--- src/rtl/logic_pipe_checked_pkg.sv ---
// logic_pipe_checked_pkg
// Shared definitions for the checked bitwise-logic pipeline:
//   - 3-bit function-select encodings OP_AND .. OP_NIMP
//   - default operand width and mismatch-counter width
//   - number of defined functions (every 3-bit encoding is used)
package logic_pipe_checked_pkg;

    localparam int DEFAULT_WIDTH = 8;
    localparam int DEFAULT_CNT_W = 8;
    localparam int NUM_OPS       = 8;

    localparam logic [2:0] OP_AND  = 3'd0;
    localparam logic [2:0] OP_OR   = 3'd1;
    localparam logic [2:0] OP_NAND = 3'd2;
    localparam logic [2:0] OP_NOR  = 3'd3;
    localparam logic [2:0] OP_XOR  = 3'd4;
    localparam logic [2:0] OP_XNOR = 3'd5;
    localparam logic [2:0] OP_IMP  = 3'd6;
    localparam logic [2:0] OP_NIMP = 3'd7;

endpackage

--- src/rtl/nor_logic_slice.sv ---
// nor_logic_slice
// One bit of the gate-level result path, built exclusively from NOR gates.
// All eight functions are formed, then the one named by op is picked by a
// NOR-only AND-OR selector.
// Ports:
//   a, b : operand bits
//   op   : function select (OP_* encodings)
//   y    : selected function of a and b
module nor_logic_slice
    import logic_pipe_checked_pkg::*;
(
    input  logic       a,
    input  logic       b,
    input  logic [2:0] op,
    output logic       y
);

    logic na, nb;
    logic nor_ab, or_ab, and_ab, nand_ab;
    logic xor_ab, xnor_ab, nimp_ab, imp_ab;
    logic [2:0] nop;
    logic [NUM_OPS-1:0] nf;
    logic [NUM_OPS-1:0] t;
    logic sel_n;

    // Every gate below is a NOR; single-input NORs act as inverters.
    assign na      = ~(a | a);
    assign nb      = ~(b | b);
    assign nor_ab  = ~(a | b);
    assign or_ab   = ~(nor_ab | nor_ab);
    assign and_ab  = ~(na | nb);
    assign nand_ab = ~(and_ab | and_ab);
    // a==b is (a&b)|(~a&~b); NOR of those two terms gives XOR.
    assign xor_ab  = ~(and_ab | nor_ab);
    assign xnor_ab = ~(xor_ab | xor_ab);
    assign nimp_ab = ~(na | b);
    assign imp_ab  = ~(nimp_ab | nimp_ab);
    assign nop     = ~(op | op);

    // The selector needs the complement of each function, since a term is
    // NOR(~f, op-literal mismatches).
    assign nf[OP_AND]  = nand_ab;
    assign nf[OP_OR]   = nor_ab;
    assign nf[OP_NAND] = and_ab;
    assign nf[OP_NOR]  = or_ab;
    assign nf[OP_XOR]  = xnor_ab;
    assign nf[OP_XNOR] = xor_ab;
    assign nf[OP_IMP]  = nimp_ab;
    assign nf[OP_NIMP] = imp_ab;

    // Term k is high only when op==k and function k is 1. Each op input to
    // the NOR must be 0 on a match, so the true bit is fed where k has a 0
    // and the inverted bit where k has a 1.
    for (genvar k = 0; k < NUM_OPS; k++) begin : g_term
        localparam logic [2:0] K = 3'(k);
        assign t[k] = ~(nf[k]
                        | (K[2] ? nop[2] : op[2])
                        | (K[1] ? nop[1] : op[1])
                        | (K[0] ? nop[0] : op[0]));
    end

    assign sel_n = ~(|t);
    assign y     = ~(sel_n | sel_n);

endmodule

--- src/rtl/logic_pipe_checked.sv ---
// logic_pipe_checked
// Two-stage valid/ready pipeline computing a bitwise function of a and b.
// The result is produced twice from the S1 registers: once by a NOR-only
// gate network (r_g) and once by a behavioural expression (r_e). s carries
// r_e; any disagreement sets a sticky flag and bumps a saturating counter.
// Ports:
//   clk, rst_n           : clock, asynchronous active-low reset
//   in_valid, in_ready   : upstream handshake for a, b, op
//   a, b, op             : operands and function select
//   out_valid, out_ready : downstream handshake for s
//   s                    : registered result
//   clr_err              : synchronous clear of mismatch / err_count
//   mismatch, err_count  : sticky disagreement flag and saturating count
module logic_pipe_checked
    import logic_pipe_checked_pkg::*;
#(
    parameter int WIDTH = DEFAULT_WIDTH,
    parameter int CNT_W = DEFAULT_CNT_W
) (
    input  logic             clk,
    input  logic             rst_n,
    input  logic             in_valid,
    output logic             in_ready,
    input  logic [WIDTH-1:0] a,
    input  logic [WIDTH-1:0] b,
    input  logic [2:0]       op,
    output logic             out_valid,
    input  logic             out_ready,
    output logic [WIDTH-1:0] s,
    input  logic             clr_err,
    output logic             mismatch,
    output logic [CNT_W-1:0] err_count
);

    localparam logic [CNT_W-1:0] CNT_MAX = {CNT_W{1'b1}};

    logic             s1_valid;
    logic [WIDTH-1:0] s1_a;
    logic [WIDTH-1:0] s1_b;
    logic [2:0]       s1_op;
    logic [WIDTH-1:0] r_g;
    logic [WIDTH-1:0] r_e;
    logic             s2_adv;
    logic             s1_adv;
    logic             disagree;

    // A stage may move whenever the stage downstream of it is empty or
    // emptying this cycle. in_ready is therefore combinational from
    // out_ready, and held low while in reset.
    assign s2_adv   = !out_valid || out_ready;
    assign s1_adv   = !s1_valid || s2_adv;
    assign in_ready = rst_n && s1_adv;
    assign disagree = s2_adv && s1_valid && (r_g != r_e);

    // Gate-level result: one NOR-only slice per bit.
    for (genvar i = 0; i < WIDTH; i++) begin : g_slice
        nor_logic_slice u_slice (
            .a  (s1_a[i]),
            .b  (s1_b[i]),
            .op (s1_op),
            .y  (r_g[i])
        );
    end

    // Behavioural result; all eight encodings are listed so there is no
    // fall-through value in normal operation.
    always_comb begin
        r_e = '0;
        case (s1_op)
            OP_AND:  r_e = s1_a & s1_b;
            OP_OR:   r_e = s1_a | s1_b;
            OP_NAND: r_e = ~(s1_a & s1_b);
            OP_NOR:  r_e = ~(s1_a | s1_b);
            OP_XOR:  r_e = s1_a ^ s1_b;
            OP_XNOR: r_e = ~(s1_a ^ s1_b);
            OP_IMP:  r_e = ~s1_a | s1_b;
            OP_NIMP: r_e = s1_a & ~s1_b;
        endcase
    end

    // S1: operand registers only load on an actual transfer, so they hold
    // steady while the pipe is stalled.
    always_ff @(posedge clk or negedge rst_n) begin
        if (!rst_n) begin
            s1_valid <= 1'b0;
            s1_a     <= '0;
            s1_b     <= '0;
            s1_op    <= OP_AND;
        end else if (s1_adv) begin
            s1_valid <= in_valid;
            if (in_valid) begin
                s1_a  <= a;
                s1_b  <= b;
                s1_op <= op;
            end
        end
    end

    // S2: out_valid follows S1 whenever S2 may advance, so it drops on the
    // same edge as the last output transfer when S1 is empty.
    always_ff @(posedge clk or negedge rst_n) begin
        if (!rst_n) begin
            out_valid <= 1'b0;
            s         <= '0;
        end else if (s2_adv) begin
            out_valid <= s1_valid;
            if (s1_valid) begin
                s <= r_e;
            end
        end
    end

    // Error state: a clear that lands on a new disagreement leaves exactly
    // that one disagreement recorded.
    always_ff @(posedge clk or negedge rst_n) begin
        if (!rst_n) begin
            mismatch  <= 1'b0;
            err_count <= '0;
        end else if (clr_err) begin
            mismatch  <= disagree;
            err_count <= disagree ? CNT_W'(1) : '0;
        end else if (disagree) begin
            mismatch <= 1'b1;
            if (err_count != CNT_MAX) begin
                err_count <= err_count + CNT_W'(1);
            end
        end
    end

endmodule

--- config.mk ---
export PLATFORM = sky130hd
export DESIGN_NAME = logic_pipe_checked
export DESIGN_NICKNAME = d
export VERILOG_FILES = /design/src/rtl/logic_pipe_checked_pkg.sv /design/src/rtl/nor_logic_slice.sv /design/src/rtl/logic_pipe_checked.sv
export SDC_FILE = /design/constraint.sdc
export NUM_CORES = 1
export LEC_CHECK = 0
export BUFFER_PORTS_ARGS = -buffer_cell sky130_fd_sc_hd__buf_2
export CORE_AREA = 2 2 61 77
export CTS_BUF_LIST = sky130_fd_sc_hd__clkbuf_8
export CTS_CLUSTER_SIZE = 30
export DETAILED_ROUTE_END_ITERATION = 12
export DIE_AREA = 0 0 63 79
export PLACE_DENSITY = 0.84
export SLEW_MARGIN = 10
export SYNTH_ARGS = -nofsm -noshare
export SYNTH_HDL_FRONTEND = slang
export SYNTH_SLANG_ARGS = --single-unit
--- constraint.sdc ---
create_clock -name clk -period 3.3 [get_ports clk]
set_input_delay 0.66 -clock clk [delete_from_list [all_inputs] [get_ports clk]]
set_output_delay 0.66 -clock clk [all_outputs]
set_load 0.05 [all_outputs]
* Word-level counts from Yosys, hierarchy flattened *
Cells that the tools add are included.

word-level totals
  flip-flop bits (word level) = 38
  latch bits = 0
  memory bits (writable) = 0
  bits in read-only memories = 0
  input port bits = 24
  output and inout port bits = 19
  logic and storage cells = 394
  memories = 0

operators by class
  add/subtract/negate cells = 1
  multipliers = 0
  divide/modulo/power cells = 0
  magnitude comparators = 0
  equal/unequal tests = 9
  shifts and indexed selects = 0
  multiplexer cells = 7
  bitwise logic cells = 348
  reductions and logical operators = 21

operator list
  kind                                                              number
  1-bit OR                                                          224
  1-bit NOT                                                         112
  8-bit case mux with 8 select lines                                1
  8-bit OR reduction                                                8
  8-bit NOT                                                         5
  8-bit 2-to-1 mux                                                  3
  8-bit bitwise AND                                                 2
  8-bit OR                                                          2
  3-bit == test (second input constant)                             4
  8-bit by 1-bit adder with 8-bit output (second input constant)    1
  8-bit != test                                                     1
  8-bit != test (second input constant)                             1
  8-bit bitwise XOR                                                 1
  3-bit by 2-bit == test with 1-bit output (second input constant)  2
  2-bit AND reduction                                               3
  2-bit nonzero test                                                2
  3-bit by 1-bit == test with 1-bit output (second input constant)  1
  1-bit logical AND                                                 3
  3-bit zero test                                                   1
  1-bit 2-to-1 mux                                                  3
  3-bit NOT                                                         1
  3-bit OR                                                          1
  1-bit zero test                                                   2
  1-bit logical OR                                                  2

* Logic depth before layout (Yosys ltp) *
  depth after elaboration = 14
  mapped depth = 6
  mapped depth without buffers = 6

* Modules after synthesis *
A second synthesis with hierarchy kept.

unflattened totals
  cell total of the unflattened synthesis = 420
  area, all modules = 3721.1 um^2

by module, submodules not included
  module              times used  cells an instance  area each (um^2)  seq. area each (um^2)
  logic_pipe_checked  1           284                2700.1            950.9
  nor_logic_slice     8           17                 127.6             0.0

* Worst setup path before layout *
No wires, ideal clock.

  path type = input to output
  start = input port out_ready
  end = output port in_ready
  arrival = 1.231 ns
  required time = 2.640 ns
  setup slack = 1.409 ns
  stages = 2
  buffers on the path = 0
  cells stage by stage = nand3b_1 > and2_1

between the ends
  longest elaborated chain between the ends = 3

RTL lines
  element            RTL line                  RTL
  start, declared    logic_pipe_checked.sv:28  input logic out_ready,
  1-bit logical OR   logic_pipe_checked.sv:50  assign s2_adv = !out_valid || out_ready;
  1-bit logical OR   logic_pipe_checked.sv:51  assign s1_adv = !s1_valid || s2_adv;
  1-bit logical AND  logic_pipe_checked.sv:52  assign in_ready = rst_n && s1_adv;
  end, declared      logic_pipe_checked.sv:23  output logic in_ready,

No other way between the ends.

* Worst setup path after layout *
Same ends and word-level chain as after synthesis.

==> results_dict.tcl <==
set metrics [dict create \
    fin_util 0.657 \
    crit_fanout 3 \
    io_pins 43 \
    worstMarginPinSlew_ns 0.940 \
    synth.most_common_cell "ha_1" \
    leakage_nw 1.47 \
    worstReg2RegEnd "s[7]" \
    die-area_um2 4980 \
    cts_root_buf "clkbuf_8" \
    pwr_density_cell_nw_per_um2 518 \
    regToRegSetupSlack_ns 1.50 \
    start_util 0.589 \
    vdd_drop_max_v 0.000318 \
    ys.warnings.count 0 \
    gp_congestion 0.707 \
    netlist_area_um2 2530 \
    cts.sinks 38 \
    hold_path.class "in -> async" \
    yosysSeqAreaShare 0.376 \
    yosysTopAreaCellShare 0.376 \
    wl_per_cell_um 12.6 \
    gr-total-overflow 0 \
    synth_area_leader_cell "dfrtp_1" \
    hold_slack_ns 0.412 \
    synthToLayoutAreaGrowth_pct 11.5 \
    fmax_mhz 501 \
    synth-edff-count 0 \
    criticalPathCategory "in -> out" \
    grt_use_total 0.185 \
    worstRegToRegCells 4 \
    postCtsResizedCells 0 \
    synthMuxAreaShare 0.158 \
    synthTopCellsByCount "ha_1, dfrtp_1, inv_1, mux2_2, mux2i_1" \
    wl_met1_um 1720 \
    hold_viol 0 \
    wl_met2_um 2120 \
    period_share 0.605 \
    diodes 0 \
    synth_top_family_by_area "adder cells" \
    cts-buffers-inserted 5 \
    synth-async-reset-ratio 1.00 \
    clk_pin_slew_worst_paths_ns 0.07 \
    netlist_instances 225 \
    wl_met3_um 157 \
    synthTopCellsByArea "dfrtp_1, ha_1, mux2_2" \
    drc 0 \
    grt_pass1_vias 1678 \
    ys.flop_type "dfrtp_1" \
    finalSetupViolCount 0 \
    h-tree-depth 2 \
    vias_per_cell 5.05 \
    vias 1637 \
    drt-initial-drc-count 23 \
    grt_antenna_before_repair 0 \
    ys_types 31 \
    die_w_um 63 \
    avgSynthCellArea_um2 11.2 \
    drive_above_1_share 0.297 \
    slew_viol_final 0 \
    synth_compound_area_frac 0.0847 \
    drtPass1Iterations 4 \
    cts_max_path_buffers 2 \
    period_needed_ns 2.00 \
    wl_um 4090 \
    required_ns 2.64 \
    cap_violations 0 \
    nNetsFinal 331 \
    crit_arrival_ns 1.34 \
    fp.dieH_um 79 \
    outcome "completed" \
    synth_xor_area_frac 0 \
    finClkSkew_ns 0.00415 \
    relSlewSlack 0.373 \
    core.rowCount 27 \
    ys_ff_latch 38 \
    postCtsHoldBufs 0 \
    top_layer_used "met4" \
    clock_latency_ns 0.30 \
    grt_max_degree 39 \
    yosys.area_share.adder 0.198 \
    rsz0062_at_grt "no" \
    finalSetupTns_ns 0 \
    dp_hpwl_um 2960 \
    ant_nets 0 \
    yosys.area_share.simple 0.108 \
    port_buffers 42 \
    start_kind "primary input" \
    synthesis.nets 289 \
    rr_startpoint "s1_op[0]" \
    grt_pass1_wl_um 7110 \
    cp-end-kind "output port" \
    core-area_um2 4290 \
    cts_tree "built" \
    post_cts_buffers 0 \
]
-- cell type report --
class                   count  area (um^2)
fillers                   366         1470
multi-input cells         152         1390
flip-flops and latches     38          951
repair buffers             44          225
inverters                  26         97.6
clock buffers               6         82.6
well taps                  58         72.6
-- placed cells by master, fill, tap and decap left out, types with 7 or more instances in the layout --
cell type,n
inv_1,26
mux2_2,19
ha_1,40
mux2i_1,16
a211oi_1,7
dfrtp_1,38
nor2_1,14
buf_2,42
nor2b_1,12
-- per-stage QoR --
| stage | total power [W] | area (um^2) | std cells | setup slack [ns] |
|---|---|---|---|---|
| 2_1_floorplan | 0.00105 | 2530 | 225 | 1.41 |
| 3_3_place_gp | 0.00113 | 2740 | 318 | 1.32 |
| 3_5_place_dp | 0.00115 | 2740 | 318 | 1.31 |
| 4_1_cts | 0.00148 | 2820 | 324 | 1.31 |
| 5_1_grt | 0.00155 | 2820 | 324 | 1.27 |
| 6_report | 0.00146 | 2820 | 324 | 1.30 |
-- registers in the layout (all words and copies together) (netlist names) --
register,flops
err_count,8
s1_a,8
s1_b,8
s,8
s1_op,3
mismatch,1
out_valid,1
s1_valid,1
-- per-layer routing --
metal	track usage	vias to the layer above
met4	0.0933	0
met3	0.0453	7
li1	-	826
met2	0.344	27
met5	0	-
met1	0.191	777
-- how the worst max path moves through the flow --
stage / startpoint / end / slack, ns / cells after the start
6_report: out_ready / in_ready / 1.30 / 4
3_5_place_dp: out_ready / in_ready / 1.31 / 4
5_1_grt: out_ready / in_ready / 1.27 / 4
2_1_floorplan: out_ready / in_ready / 1.41 / 2
3_3_place_gp: out_ready / in_ready / 1.32 / 4
4_1_cts: out_ready / in_ready / 1.31 / 4
-- worst max-delay path, cell delays in order --
cell and delay [ns]:
buf_2 0.10, nand3b_1 0.20, and2_1 0.18, buf_2 0.20
-- cell families after synthesis --
group / count (synthesis)
flip-flops: 38
adder cells (fa/ha/maj): 40
multiplexers: 36
buffers and inverters: 35
AO/OA/AOI/OAI: 27
AND/OR/NAND/NOR: 49
-- power by group --
part           total (W)  switching, W  internal [W]
combinational   0.000523      0.000317      0.000206
clock           0.000320      0.000159      0.000161
sequential      0.000615     0.0000815      0.000534
total            0.00146      0.000557      0.000901
(Power assumes the default switching activity.)
